<file path="src/rtl/perf_pkg.sv">
// rtl/perf_pkg.sv - shared constants for the performance counter bank
package perf_pkg;

  localparam int PERF_WRAP = 0;
  localparam int PERF_SAT  = 1;

  localparam int PERF_NUM_CH_DEF = 4;
  localparam int PERF_CNT_W_DEF  = 32;

endpackage

</file>
<file path="src/rtl/perf_counter.sv">
// rtl/perf_counter.sv - one event counter channel: clear > write > increment, sticky overflow
// Optional shadow snapshot register when PERF_SNAPSHOT_EN is defined.
module perf_counter
  import perf_pkg::*;
#(
  parameter int CNT_W    = PERF_CNT_W_DEF,
  parameter int SAT_MODE = PERF_WRAP
) (
  input  logic             clk,
  input  logic             rst,
  input  logic             pause,
  input  logic             clear,
  input  logic             evt,
  input  logic             wr_hit,
  input  logic [CNT_W-1:0] wr_data,
  input  logic             snap,
  output logic [CNT_W-1:0] cnt,
  output logic [CNT_W-1:0] shadow,
  output logic             ovf
);

  logic [CNT_W-1:0] cnt_q, cnt_d;
  logic             ovf_q, ovf_d;

  always_comb begin
    cnt_d = cnt_q;
    ovf_d = ovf_q;
    if (clear) begin
      cnt_d = '0;
      ovf_d = 1'b0;
    end else if (wr_hit) begin
      cnt_d = wr_data;
      ovf_d = 1'b0;
    end else if (evt && !pause) begin
      if (&cnt_q) begin
        cnt_d = (SAT_MODE == PERF_SAT) ? cnt_q : '0;
        ovf_d = 1'b1;
      end else begin
        cnt_d = cnt_q + CNT_W'(1);
      end
    end
  end

  always_ff @(posedge clk or posedge rst) begin
    if (rst) begin
      cnt_q <= '0;
      ovf_q <= 1'b0;
    end else begin
      cnt_q <= cnt_d;
      ovf_q <= ovf_d;
    end
  end

  assign cnt = cnt_q;
  assign ovf = ovf_q;

`ifdef PERF_SNAPSHOT_EN
  logic [CNT_W-1:0] shadow_q, shadow_d;

  // Copies the pre-update count, so a same-cycle clear, write or increment is not captured.
  always_comb begin
    shadow_d = shadow_q;
    if (snap) shadow_d = cnt_q;
  end

  always_ff @(posedge clk or posedge rst) begin
    if (rst) shadow_q <= '0;
    else     shadow_q <= shadow_d;
  end

  assign shadow = shadow_q;
`else
  logic unused_snap;
  assign unused_snap = snap;
  assign shadow      = '0;
`endif

endmodule

</file>
<file path="src/rtl/perf_counter_bank.sv">
// rtl/perf_counter_bank.sv - bank of NUM_CH event counters with preset write and registered readout
// PERF_SNAPSHOT_EN adds per-channel shadow registers selectable through rd_shadow.
module perf_counter_bank
  import perf_pkg::*;
#(
  parameter int  NUM_CH   = PERF_NUM_CH_DEF,
  parameter int  CNT_W    = PERF_CNT_W_DEF,
  parameter int  SAT_MODE = PERF_WRAP,
  localparam int SEL_W    = $clog2(NUM_CH)
) (
  input  logic              clk,
  input  logic              rst,
  input  logic              pause,
  input  logic              clear,
  input  logic [NUM_CH-1:0] evt,
  input  logic              wr_en,
  input  logic [SEL_W-1:0]  wr_sel,
  input  logic [CNT_W-1:0]  wr_data,
  input  logic [SEL_W-1:0]  rd_sel,
  input  logic              rd_shadow,
  input  logic              snap,
  output logic [CNT_W-1:0]  rd_data,
  output logic [NUM_CH-1:0] ovf
);

`ifdef PERF_SNAPSHOT_EN
  localparam bit SHADOW_EN = 1'b1;
`else
  localparam bit SHADOW_EN = 1'b0;
`endif

  logic [CNT_W-1:0] cnt_all    [NUM_CH];
  logic [CNT_W-1:0] shadow_all [NUM_CH];
  logic [CNT_W-1:0] rd_data_q, rd_data_d;

  // Out-of-range wr_sel matches no channel, so such writes fall away naturally.
  for (genvar i = 0; i < NUM_CH; i++) begin : g_ch
    perf_counter #(
      .CNT_W    (CNT_W),
      .SAT_MODE (SAT_MODE)
    ) u_ch (
      .clk     (clk),
      .rst     (rst),
      .pause   (pause),
      .clear   (clear),
      .evt     (evt[i]),
      .wr_hit  (wr_en && (wr_sel == SEL_W'(i))),
      .wr_data (wr_data),
      .snap    (snap),
      .cnt     (cnt_all[i]),
      .shadow  (shadow_all[i]),
      .ovf     (ovf[i])
    );
  end

  always_comb begin
    rd_data_d = '0;
    for (int i = 0; i < NUM_CH; i++) begin
      if (rd_sel == SEL_W'(i)) begin
        rd_data_d = (SHADOW_EN && rd_shadow) ? shadow_all[i] : cnt_all[i];
      end
    end
  end

  always_ff @(posedge clk or posedge rst) begin
    if (rst) rd_data_q <= '0;
    else     rd_data_q <= rd_data_d;
  end

  assign rd_data = rd_data_q;

endmodule
</file>
<file path="config.mk">
export PLATFORM = sky130hd
export DESIGN_NAME = perf_counter_bank
export DESIGN_NICKNAME = d
export VERILOG_FILES = /design/src/rtl/perf_pkg.sv /design/src/rtl/perf_counter.sv /design/src/rtl/perf_counter_bank.sv
export SDC_FILE = /design/constraint.sdc
export NUM_CORES = 1
export LEC_CHECK = 0
export ABC_AREA = 1
export CORE_MARGIN = 10
export CORE_UTILIZATION = 38
export CTS_CLUSTER_DIAMETER = 100
export DETAILED_ROUTE_END_ITERATION = 6
export DONT_BUFFER_PORTS = 1
export PLACE_DENSITY = 0.62
export SYNTH_ARGS = -nofsm -noshare
export SYNTH_HDL_FRONTEND = slang
export SYNTH_SLANG_ARGS = --single-unit
</file>
<file path="constraint.sdc">
create_clock -name clk -period 5.6 [get_ports clk]
set_input_delay 0.84 -clock clk [delete_from_list [all_inputs] [get_ports clk]]
set_output_delay 0.84 -clock clk [all_outputs]
set_load 0.005 [all_outputs]
</file>
==> reports/metrics.yaml <==
fmax_ghz: 0.344
crit_arrival_ns: 3.25
nNetsFinal: 1895
num_vias: 12513
yosysSeqAreaShare_pct: 34.5
post_cts_resized: 0
slew_viol_final: 0
final_cell_mix: "nand2_1, nor2_1, inv_1, dfrtp_1, nand3_1"
syn-num-nets: 1929
fp.dieH_um: 197
grt_max_degree: 84
maxCapViolCount: 0
grt_usage_pct: 24.7
hold_violations: 0
cp-end-kind: "flip-flop"
powerDensity_nw_per_um2: 256
avgSynthCellArea_um2: 6.33
yosysUniqueCellTypes: 38
die_area_um2: 38800
worstSkewPairLatency_ns: 0.46
clock_skew_ns: 0.0113
initial_core_util_pct: 38.7
status: "complete, no violations"
ys_ff_latch: 164
crit_slowest_cell: "nand2_1"
cpLargestDelayFamily: "simple AND/OR/NAND/NOR gates"
p_leak_nw: 6.02
final_common_cell: "nand2_1"
post_cts_buffers: 0
h-tree-depth: 4
wl_per_cell_um: 21.5
grt_overflow_total: 0
cp_num_buf_inv: 2
fin_crit_ns: 2.91
syn_inst: 1878
clock-sinks: 164
drive_above_1_share_pct: 6.68
rows: 64
ant_nets: 0
numPortBuffers: 0
cts_buffers: 17
path_clk_slew_ns: 0.07
ir_drop_mv: 0.201
die_x_um: 197
rsz0062_at_grt: "false"
r2r_setup_slack_ns: 3.35
cp_common_cell: "inv_1"
tightest_slew_ns: 1.13
fin_crit_sh_pct: 51.9
clockBufferDepth: 2
instances_no_fill: 2253
slew_headroom_pct: 24.4
criticalPathCategory: "primary input to flip-flop"
syn2layout_area_growth_pct: 7.47
critPathLaunch: "clear"
netlist_area_um2: 11900
slowest_delay_ns: 0.95
drt_pre_antenna_iters: 6
cts_tree: "built"
cp_max_fo: 27
tns_ns: 0
cts_root_buf: "clkbuf_16"
drc: 0
gp_congestion: 1.06
synth_edf_count: 0
ios: 83
yosysWarnings: 0
setup_viol: 0
dp_hpwl_um: 35000
finalPower_mw: 3.27
crit_path_start_kind: "primary input"
ctsHoldBuffers: 0
async_reset_ff_share_pct: 100
grt_pass1_wl_um: 72400
required_ns: 5.94
core_area_um2: 30700
vias_per_cell: 5.55
routed_wl_um: 48500
hold_slack_ns: 0.401
num-fill-cells: 3327
worstPathCellList: "inv_1 > nand3_1 > nand2_1 > inv_1 > o21ai_0 > o21ai_1"
ys.flop_type: "dfrtp_1"
rr_endpoint: "g_ch[3].u_ch.cnt[19]"
reg2reg_from: "g_ch[3].u_ch.cnt[1]"
hold_class: "primary input to asynchronous set/reset pin"
diodes: 0
r2r_cells: 10
antenna_found_initial: 0
drtIter0Drc: 1533
dp.cells: 2221
first_global_vias: 11439
## cell type report
class,instances,area (um^2),share of cell area (%)
Multi-Input combinational cell,1466,6760,52.9
Sequential cell,164,4100,32.1
Inverter,186,706,5.52
Tap cell,396,495,3.88
Clock buffer,19,453,3.55
Clock inverter,13,195,1.53
Timing Repair Buffer,9,67.6,0.529
## where the power goes
part | switching (mW) | internal (mW) | total, mW
clock network | 0.559 | 0.778 | 1.34
logic | 0.353 | 0.148 | 0.501
registers | 0.148 | 1.28 | 1.43
## synthesized netlist by cell type (19+ instances only)
master / number / area share, %
nand2_1: 747 / 24
nor2_1: 182 / 5.7
inv_1: 177 / 5.6
dfrtp_1: 164 / 35
nand3_1: 127 / 5.3
a21oi_1: 111 / 4.7
o21ai_0: 96 / 4.0
o21ai_1: 29 / 1.2
clkbuf_1: 28 / 0.88
o22ai_1: 25 / 1.3
xor2_1: 20 / 1.5
buf_2: 19 / 0.80
## per-layer routing
metal | track usage [%] | up-vias | part of all wire, %
li1 | - | 5902 | -
met1 | 32.7 | 5844 | 42
met2 | 37.2 | 631 | 43
met3 | 3.54 | 136 | 8.0
met4 | 15.7 | 0 | 6.7
met5 | 0 | - | 0
## state kept, by name, summed over array words and instances (netlist names)
| signal | cells |
|---|---|
| g_ch.u_ch.ovf | 4 |
| g_ch.u_ch.cnt | 128 |
| rd_data | 32 |
## cells by family after synthesis
| family | count (synthesis) | synth area share (%) |
|---|---|---|
| AOI/OAI and AO/OA | 300 | 14.0 |
| buffers and inverters | 248 | 8.67 |
| adders and majority gates | 4 | 0.421 |
| and+or+nand+nor | 1128 | 39.9 |
| DFF | 164 | 34.5 |
| xor gates and xnor gates | 34 | 2.51 |
## worst register-to-register path, delay by kind of cell, from the launching register on
family        cells  cell delay (ns)
fa+ha+maj         1             0.20
flops             1             0.43
simple gates      9             1.50
## worst max path at each step
stage	to	depth (start not counted)
global placement	g_ch[3].u_ch.cnt[7]	6
CTS	g_ch[3].u_ch.cnt[3]	6
detailed placement	g_ch[3].u_ch.cnt[3]	6
global route	g_ch[3].u_ch.cnt[7]	6
floorplan	g_ch[0].u_ch.cnt[0]	1
finish	g_ch[3].u_ch.cnt[5]	6
## through the flow
| stage | utilization [%] | instance area (um^2) | setup slack (ns) |
|---|---|---|---|
| floorplan | - | 11900 | 0.327 |
| global placement | 39.4 | 12100 | 2.27 |
| detailed placement | 39.4 | 12100 | 2.30 |
| CTS | 41.5 | 12800 | 2.78 |
| global route | 41.5 | 12800 | 2.53 |
| finish | 41.5 | 12800 | 2.69 |
No activity file was read; power rests on OpenSTA's default activity.
